$ cat config.mk
export PLATFORM = sky130hd
export DESIGN_NAME = result_reader
export DESIGN_NICKNAME = d
export VERILOG_FILES = /design/src/rtl/calculator_pkg.sv /design/src/rtl/result_reader.sv
export SDC_FILE = /design/constraint.sdc
export NUM_CORES = 1
export LEC_CHECK = 0
export ABC_AREA = 1
export CORE_MARGIN = 5
export CORE_UTILIZATION = 45
export CTS_BUF_LIST = sky130_fd_sc_hd__clkbuf_4
export DETAILED_ROUTE_END_ITERATION = 16
export PLACE_DENSITY = 0.79
export SETUP_SLACK_MARGIN = 0.4
export SLEW_MARGIN = 40
export SYNTH_ARGS = -nofsm -noshare
export SYNTH_HDL_FRONTEND = slang
export SYNTH_SLANG_ARGS = --single-unit
$ cat constraint.sdc
create_clock -name clk_i -period 1.62 [get_ports clk_i]
set_input_delay 0.486 -clock clk_i [delete_from_list [all_inputs] [get_ports clk_i]]
set_output_delay 0.486 -clock clk_i [all_outputs]
set_load 0.1 [all_outputs]
$ cat src/rtl/calculator_pkg.sv
// Shared calculator definitions: SRAM geometry and the result-reader state encoding.
package calculator_pkg;

  localparam int ADDR_W        = 9;
  localparam int MEM_WORD_SIZE = 64;
  localparam int SRAM_RD_LAT   = 1;

  typedef enum logic [2:0] {
    RD_IDLE,
    RD_READ,
    RD_WAIT,
    RD_EMIT_HI,
    RD_EMIT_LO,
    RD_DONE
  } rd_state_e;

endpackage

$ cat src/rtl/result_reader.sv
// Drains a range of 64-bit result words from the SRAM read port and streams each one
// as two 32-bit beats (upper half first) over a valid/ready interface.
module result_reader #(
  parameter int ADDR_W        = calculator_pkg::ADDR_W,
  parameter int MEM_WORD_SIZE = calculator_pkg::MEM_WORD_SIZE,
  parameter int OUT_W         = calculator_pkg::MEM_WORD_SIZE / 2
) (
  input  logic                     clk_i,
  input  logic                     rst_i,
  input  logic                     start_i,
  input  logic [ADDR_W-1:0]        start_addr_i,
  input  logic [ADDR_W-1:0]        end_addr_i,
  output logic                     busy_o,
  output logic                     done_o,
  output logic                     read_o,
  output logic [ADDR_W-1:0]        r_addr_o,
  input  logic [MEM_WORD_SIZE-1:0] r_data_i,
  output logic                     out_valid_o,
  input  logic                     out_ready_i,
  output logic [OUT_W-1:0]         out_data_o,
  output logic                     out_last_o
);
  import calculator_pkg::*;

  rd_state_e                state_q, state_d;
  logic [ADDR_W-1:0]        cur_addr_q, cur_addr_d;
  logic [ADDR_W-1:0]        end_q, end_d;
  logic [MEM_WORD_SIZE-1:0] word_q, word_d;
  logic [1:0]               wait_cnt_q, wait_cnt_d;

  logic                     busy_q, busy_d;
  logic                     done_q, done_d;
  logic                     read_q, read_d;
  logic [ADDR_W-1:0]        r_addr_q, r_addr_d;
  logic                     out_valid_q, out_valid_d;
  logic [OUT_W-1:0]         out_data_q, out_data_d;
  logic                     out_last_q, out_last_d;

  logic                     hs;
  logic                     at_end;

  assign hs     = out_valid_q & out_ready_i;
  assign at_end = (cur_addr_q == end_q);

  always_comb begin
    state_d    = state_q;
    cur_addr_d = cur_addr_q;
    end_d      = end_q;
    word_d     = word_q;
    wait_cnt_d = '0;
    case (state_q)
      RD_IDLE: begin
        if (start_i) begin
          cur_addr_d = start_addr_i;
          end_d      = end_addr_i;
          state_d    = RD_READ;
        end
      end
      RD_READ: state_d = RD_WAIT;
      RD_WAIT: begin
        // Hold in WAIT until the SRAM read latency has elapsed, then capture.
        if (wait_cnt_q == 2'(SRAM_RD_LAT - 1)) begin
          word_d  = r_data_i;
          state_d = RD_EMIT_HI;
        end else begin
          wait_cnt_d = wait_cnt_q + 2'd1;
        end
      end
      RD_EMIT_HI: begin
        if (hs) state_d = RD_EMIT_LO;
      end
      RD_EMIT_LO: begin
        if (hs) begin
          if (at_end) begin
            state_d = RD_DONE;
          end else begin
            cur_addr_d = cur_addr_q + ADDR_W'(1);
            state_d    = RD_READ;
          end
        end
      end
      RD_DONE: state_d = RD_IDLE;
      default: state_d = RD_IDLE;
    endcase
  end

  // Outputs are registered from the next state so they are flop-driven and hold under stall.
  always_comb begin
    busy_d      = (state_d == RD_READ) || (state_d == RD_WAIT) ||
                  (state_d == RD_EMIT_HI) || (state_d == RD_EMIT_LO);
    done_d      = (state_d == RD_DONE);
    read_d      = (state_d == RD_READ);
    r_addr_d    = (state_d == RD_READ) ? cur_addr_d : '0;
    out_valid_d = (state_d == RD_EMIT_HI) || (state_d == RD_EMIT_LO);
    out_data_d  = '0;
    out_last_d  = 1'b0;
    if (state_d == RD_EMIT_HI) begin
      out_data_d = word_d[MEM_WORD_SIZE-1 -: OUT_W];
    end else if (state_d == RD_EMIT_LO) begin
      out_data_d = word_d[OUT_W-1:0];
      out_last_d = (cur_addr_d == end_d);
    end
  end

  always_ff @(posedge clk_i) begin
    if (rst_i) begin
      state_q     <= RD_IDLE;
      cur_addr_q  <= '0;
      end_q       <= '0;
      word_q      <= '0;
      wait_cnt_q  <= '0;
      busy_q      <= 1'b0;
      done_q      <= 1'b0;
      read_q      <= 1'b0;
      r_addr_q    <= '0;
      out_valid_q <= 1'b0;
      out_data_q  <= '0;
      out_last_q  <= 1'b0;
    end else begin
      state_q     <= state_d;
      cur_addr_q  <= cur_addr_d;
      end_q       <= end_d;
      word_q      <= word_d;
      wait_cnt_q  <= wait_cnt_d;
      busy_q      <= busy_d;
      done_q      <= done_d;
      read_q      <= read_d;
      r_addr_q    <= r_addr_d;
      out_valid_q <= out_valid_d;
      out_data_q  <= out_data_d;
      out_last_q  <= out_last_d;
    end
  end

  assign busy_o      = busy_q;
  assign done_o      = done_q;
  assign read_o      = read_q;
  assign r_addr_o    = r_addr_q;
  assign out_valid_o = out_valid_q;
  assign out_data_o  = out_data_q;
  assign out_last_o  = out_last_q;

endmodule

==> results_dict.tcl <==
set metrics [dict create \
    hold_violations 0 \
    drt_first_pass_iters 7 \
    drc 0 \
    peakVddDrop_uv 586 \
    p_sw_mw 3.69 \
    seqPwrFrac_pct 40.2 \
    maxCapViolations 0 \
    grt_max_degree 53 \
    grt_antenna_before_repair 1 \
    max_clock_freq_mhz 499 \
    cts-buffers-inserted 17 \
    hold_buffers 0 \
    worst-setup-path-type "register to register" \
    wl_per_cell_um 22.5 \
    avgSynthCellArea_um2 8.01 \
    drt_iter0_markers 625 \
    root_buffer "clkbuf_4" \
    postSynthCellCount 637 \
    layout_min_cycle_time_ps 2010 \
    path_max_fanout 5 \
    power_leakage_nw 3.89 \
    start_util_pct 46.5 \
    p_comb_share_pct 36.0 \
    fp.dieW_um 116 \
    worst_pin_slew_ps 469 \
    yosysSeqAreaShare_pct 52.2 \
    hold_path.class "register to register" \
    nets 957 \
    synth_top_area_share_pct 52.2 \
    grt_pass1_wl_um 24200 \
    port-buffer-count 131 \
    cts_sinks 133 \
    clock_power_share_pct 23.8 \
    synthesis.area_um2 5100 \
    fin_cells 1023 \
    syn_to_final_growth_pct 88.5 \
    final_area_um2 9620 \
    cp_slowest_cell "dfxtp_4" \
    globalplace.congestion 0.882 \
    crit_top_cell "nand2_1" \
    status "complete, but fails checks" \
    overflow 0 \
    intPower_mw 5.82 \
    cp-start-kind "register" \
    worstPathRequired_ps 2110 \
    powerDensity_nw_per_um2 989 \
    worst_slack_ps -386 \
    grt_usage_pct 22.6 \
    swShare_pct 38.8 \
    placedInstanceArea_um2 7550 \
    violations "setup timing" \
    fillerInstances 448 \
    dr_total_vias 5944 \
    ant_nets 0 \
    max-slew-margin-rel_pct 68.8 \
    yosys_register_bits 133 \
    grt_pass1_vias 5155 \
    clock_skew_ps 35.9 \
    dieArea_um2 13600 \
    via_per_inst 5.81 \
    maxSlewViolCount 0 \
    layout-drive-gt1-share_pct 56.1 \
    h-tree-depth 4 \
    yosys_warnings 0 \
    clock_path_buffers 2 \
    dp_hpwl_um 10600 \
    clkSlewWorstSetupHoldPaths_ps 150 \
    placed_cells 937 \
    synth_cell_type_count 34 \
    final-setup-viol-count 95 \
    coreArea_um2 11000 \
    rsz0062_at_grt "yes" \
    synth_fp_nets 725 \
    path_cells "inv_2, nand2_2, nand2_1, nand2_1, nor2_2, nand3_4, nand2_4, nor2_2, nand2_1, nand2_1, nand2_2, nand2_1, nand2_1, nor2_2, nand3_2, nor2_1" \
    io-pin-count 132 \
    cts_tree "done" \
    endpoint_kind "register" \
    holdWs_ps 507 \
    arrival_ps 2490 \
    dp_slack_ps -593 \
    rows 38 \
    fp.dieH_um 116 \
    max_stage_delay_ps 400 \
    synthTopCellsByArea "dfxtp_1 (52%), nor2_1 (14%), o21ai_0 (6.7%)" \
    fin_tns_setup_ps -12360 \
    finalWirelength_um 23000 \
    period_share_pct 124 \
    insertion_delay_ps 570 \
    synth_top_area_cell "dfxtp_1" \
]
## layout make-up
cell class / instances / area (um2) / area share, %
repair buffers: 243 / 3030 / 31.6
inverters: 45 / 204 / 2.12
diodes: 1 / 2.50 / 0.0260
multi-input cells: 427 / 3130 / 32.6
flip-flops and latches: 133 / 2760 / 28.7
well taps: 140 / 175 / 1.82
clock inverters: 15 / 160 / 1.67
repair inverters: 2 / 23.8 / 0.247
clock buffers: 17 / 128 / 1.33
## worst paths after layout
path	endpoint	cells past startpoint	slack, ps	startpoint
worst max-delay path	out_last_o	16	-390	cur_addr_q[0]
worst min-delay path	wait_cnt_q[0]	2	510	wait_cnt_q[0]
worst max register to register	out_last_o	16	-390	cur_addr_q[0]
worst min register to register	wait_cnt_q[0]	2	510	wait_cnt_q[0]
## synthesized netlist by cell type
cell / n
inv_2: 12
o21ai_0: 68
o22ai_1: 1
nor2_2: 4
nor2_4: 1
nor3b_1: 1
buf_6: 2
mux2i_1: 1
nor3_1: 2
nand4_1: 6
nand3b_1: 3
a22o_1: 32
o22a_1: 1
nand2_4: 2
o21ai_1: 6
nor2_8: 1
ha_1: 2
buf_4: 3
o21ai_2: 5
nand3_4: 1
buf_2: 15
dfxtp_1: 133
nor2_1: 184
clkbuf_1: 9
or2_2: 8
xor2_1: 2
nand2_2: 2
buf_1: 3
a21oi_1: 8
nand2_1: 59
nand3_2: 1
xnor2_1: 4
nand3_1: 22
inv_1: 33
## power groups by stage
stage / sequential (mW) / combinational, mW / clock [mW]
finish: 3.83 / 3.42 / 2.26
global route: 3.85 / 3.56 / 2.41
CTS: 3.72 / 2.40 / 2.19
detailed placement: 3.79 / 2.23 / 0
global placement: 3.78 / 2.18 / 0
floorplan: 4.14 / 0.937 / 0
## flip-flops by register name, summed over array words and instances, names as in the netlist
register / flops
read_o: 1
out_data_o: 32
cur_addr_q: 9
out_valid_o: 1
done_o: 1
busy_o: 1
end_q: 9
out_last_o: 1
r_addr_o: 9
word_q: 64
wait_cnt_q: 2
state_q: 3
## metrics by stage
step	utilization (%)	power [mW]
6_report	87.6	9.51
5_1_grt	87.5	9.82
4_1_cts	74.0	8.31
3_5_place_dp	68.8	6.02
3_3_place_gp	68.8	5.96
2_1_floorplan	-	5.07
## cell usage in the layout (no fill, tap or decap), types with 5 or more instances in the layout
master | netlist | routed
dfxtp_2 | 0 | 54
clkdlybuf4s50_1 | 0 | 85
nand3_1 | 22 | 8
a22o_1 | 32 | 32
nor2_2 | 4 | 73
o21ai_2 | 5 | 32
inv_1 | 33 | 23
clkinv_4 | 0 | 5
inv_2 | 12 | 15
nand3_2 | 1 | 12
nand2_2 | 2 | 22
buf_6 | 2 | 25
nor2_1 | 184 | 102
dfxtp_4 | 0 | 7
dfxtp_1 | 133 | 72
clkbuf_4 | 0 | 17
buf_4 | 3 | 62
nand2_4 | 2 | 6
nor2_4 | 1 | 14
buf_8 | 0 | 6
or2_2 | 8 | 5
nand2_1 | 59 | 35
o21ai_0 | 68 | 10
clkinv_8 | 0 | 5
nand4_1 | 6 | 6
buf_12 | 0 | 56
o21ai_4 | 0 | 33
clkbuf_16 | 0 | 9
## routing by layer
layer  track usage, %  wire (um)  up-vias
li1                 -          -     2546
met3             5.60       1810      146
met1             27.0       8190     2835
met5                0         11        -
met4             9.90       1500        2
met2             38.4      11500      415
## repair_timing
item / 4_1_cts / 5_1_grt
gates resized for setup: 56 / 318
setup endpoints to repair: 176 / 177
gates cloned: 1 / 15
setup buffers: 13 / 24
pin swaps: 25 / 97
endpoints found under the hold margin: 0 / 0
## cells by family (layout without fill, tap and decap cells)
group | count (synthesis) | in the layout | synth area share, %
AO/OA/AOI/OAI | 121 | 121 | 14.7
XOR/XNOR | 6 | 6 | 1.03
adder cells (fa/ha/maj) | 2 | 2 | 0.490
buffers and inverters | 77 | 322 | 6.55
flip-flops | 133 | 133 | 52.2
multiplexers | 1 | 1 | 0.196
other | 0 | 1 | 0
AND/OR/NAND/NOR | 297 | 297 | 24.9
## worst max-delay path: cells and delay by family, from the launching register on
| kind | cells | cell delay, ps |
|---|---|---|
| DFF | 1 | 400 |
| and+or+nand+nor | 15 | 1500 |
| buffers and inverters | 1 | 50 |
(Power assumes the default switching activity.)
==> RTL edit, RTL diff (config.mk and constraints unchanged) <==
`ADDR_W`: 9 -> 11.
--- a/src/rtl/calculator_pkg.sv
+++ b/src/rtl/calculator_pkg.sv
@@ -2,5 +2,5 @@
 package calculator_pkg;
 
-  localparam int ADDR_W        = 9;
+  localparam int ADDR_W        = 11;
   localparam int MEM_WORD_SIZE = 64;
   localparam int SRAM_RD_LAT   = 1;
Interface: changed (resized end_addr_i, r_addr_o and start_addr_i); port bits go from 132 to 138. No check against the original RTL was run, so the function may have changed too.
==> RTL edit against the original RTL <==
  * The run still ends with setup timing left
  * Setup slack got worse by 0.13 ns
  * Sequential share of layout area decreased by 2.3 points
  * Synthesized area grew 8.0%
  * Cell area increased by 13%
  * Clock power is 4% lower
  * Wire length rose by 25%
  * Total power grew 9.6%
  * Sequential cell count increased by 6
  * Critical path type unchanged
==> RTL edit: results (changes against the original RTL) <==
| Metric | Value |
|---|---|
| Largest net degree at the start of global routing | 44 (was 53) |
| WHS Endpoint | wait_cnt_q[0]$_SDFF_PP0_ (unchanged) |
| Ys flop type | dfxtp_1 (unchanged) |
| Clock Latency Late Sink | 0.61 ns (was 0.57 ns) |
| VDD IR max | 0.7975 mV (was 0.5861 mV) |
| Synthesized-area fraction occupied by adder cells | 0.4539% (was 0.4904%) |
| Post-synth top cells | 195 x nor2_1, 139 x dfxtp_1, 85 x nand2_1, 68 x o21ai_0, 33 x inv_1 (was 184 x nor2_1, 133 x dfxtp_1, 68 x o21ai_0, 59 x nand2_1, 33 x inv_1) |
| Setup-failing EPs final | 134 (was 95) |
| Share of post-route cells with drive strength above 1 | 59.84% (was 56.12%) |
| Worst R2R End | out_last_o$_SDFF_PP0_ (unchanged) |
| Ant diodes | 0 (was 1) |
| Post-synthesis xor/xnor area fraction | 0.7944% (was 1.030%) |
| Setup Skew | 0.02756 ns (was 0.03594 ns) |
| GR Util All Layers | 29.57% (was 22.56%) |
| Sequential fraction of the synthesis area | 50.48% (was 52.18%) |
| Status | finished with violations (unchanged) |
| Final Wtd Congestion | 0.8860 (was 0.8819) |
| Top fanout value on the critical path | 4 (was 5) |
| CTS max path bufs | 2 (unchanged) |
| Failing checks | setup timing (unchanged) |
| Yosys cell types | 33 (was 34) |
| Hold Path Class | reg2reg (unchanged) |
| TNS Setup | -25.70 ns (was -12.36 ns) |
| Dominant cells by area after synthesis | dfxtp_1 50%, nor2_1 13%, o21ai_0 6.2% (was dfxtp_1 52%, nor2_1 14%, o21ai_0 6.7%) |
| DR iter-0 viols | 610 (was 625) |
| Met1 usage | 32.37% (was 27.04%) |
| Reg with most FFs | word_q (unchanged) |
| Slew headroom | 69.35% (was 68.75%) |
| DP Wirelength | 11450 um (was 10550 um) |
| CTS clk-pin slew, worst paths | 0.13 ns (was 0.15 ns) |
| I/O Buffers | 137 (was 131) |
| Total Wirelength | 28780 um (was 23020 um) |
| CTS Buf Count | 17 (unchanged) |
| Worst path arrival time | 2.70 ns (was 2.49 ns) |
| Placed instance area | 0.008274 sq mm (was 0.007553 sq mm) |
| Via count of the first global-routing pass | 6491 (was 5155) |
| FILL cells | 397 (was 448) |
| Synth Area in Compound Gates | 13.91% (was 14.69%) |
| Mux cell area share after synthesis | 0% (was 0.1962%) |
| Worst setup margin | -0.5172 ns (was -0.3857 ns) |
| CTS Root Buffer Type | clkbuf_4 (unchanged) |
| Top delay family on crit path | simple AND/OR/NAND/NOR gates (unchanged) |
| Leakage | 4.406 nW (was 3.894 nW) |
| Via density | 6.088 (was 5.810) |
| Synth Net Count | 799 (was 725) |
| Setup Slack @ Placement | -0.6832 ns (was -0.5933 ns) |
| Worst hold path depth | 1 (was 2) |
| Fraction of registers with async set/reset | 0% (unchanged) |
| Routing usage on met3 | 7.250% (was 5.596%) |
| First-pass GRT wire length | 33310 um (was 24160 um) |
| Nets | 1066 (was 957) |
| Met2 Usage GRT | 51.66% (was 38.37%) |
| Worst Reg2Reg Path Length in Cells | 15 (was 16) |
| Initial antenna violation count | 0 (was 1) |
==> RTL edit: cell type report <==
class	instances	share of cell area [%]
sequential	139	26.41
timing repair inverter	4	0.5853
tap	147	1.687
clock buffer	20	1.377
timing repair buffer	279	32.70
clock inverter	11	0.8608
inverter	48	2.020
multi-input combinational	485	34.36
==> RTL edit: report_power, final <==
group	total, mW	switching, mW	internal [mW]
Sequential	4.02	0.277	3.74
Combinational	4.24	2.33	1.91
Clock	2.17	1.37	0.800
Total	10.4	3.98	6.45
==> RTL edit: how the worst max path moves through the flow <==
stage	startpoint	end	slack (ns)	depth (start not counted)
floorplan	state_q[0]$_SDFF_PP0_	out_data_o[10]$_SDFF_PP0_	-0.01	12
global placement	out_ready_i	out_data_o[15]$_SDFF_PP0_	-0.63	12
detailed placement	out_ready_i	out_data_o[24]$_SDFF_PP0_	-0.68	12
CTS	end_q[3]$_SDFF_PP0_	out_last_o$_SDFF_PP0_	-0.21	14
global route	end_q[0]$_SDFF_PP0_	out_last_o$_SDFF_PP0_	-0.59	17
finish	cur_addr_q[0]$_SDFF_PP0_	out_last_o$_SDFF_PP0_	-0.52	15
==> RTL edit: through the flow <==
step / hold WS [ns] / util, % / std cells
finish: 0.5048 / 90.76 / 1133
global route: 0.4866 / 90.76 / 1133
CTS: 0.4240 / 82.03 / 1112
detailed placement: 0.4090 / 68.89 / 1037
global placement: 0.3976 / 68.89 / 1037
floorplan: 0.3911 / - / 707
==> RTL edit: per-layer routing <==
metal	part of all wire [%]	vias up
li1	-	2837
met1	33	3263
met2	49	554
met3	8.9	244
met4	9.1	0
met5	0	-
==> RTL edit: timing repair <==
action,CTS,global route
pin swaps,84,66
setup endpoints to repair,185,187
buffers inserted,27,20
gates resized for setup,234,239
gates cloned,17,1
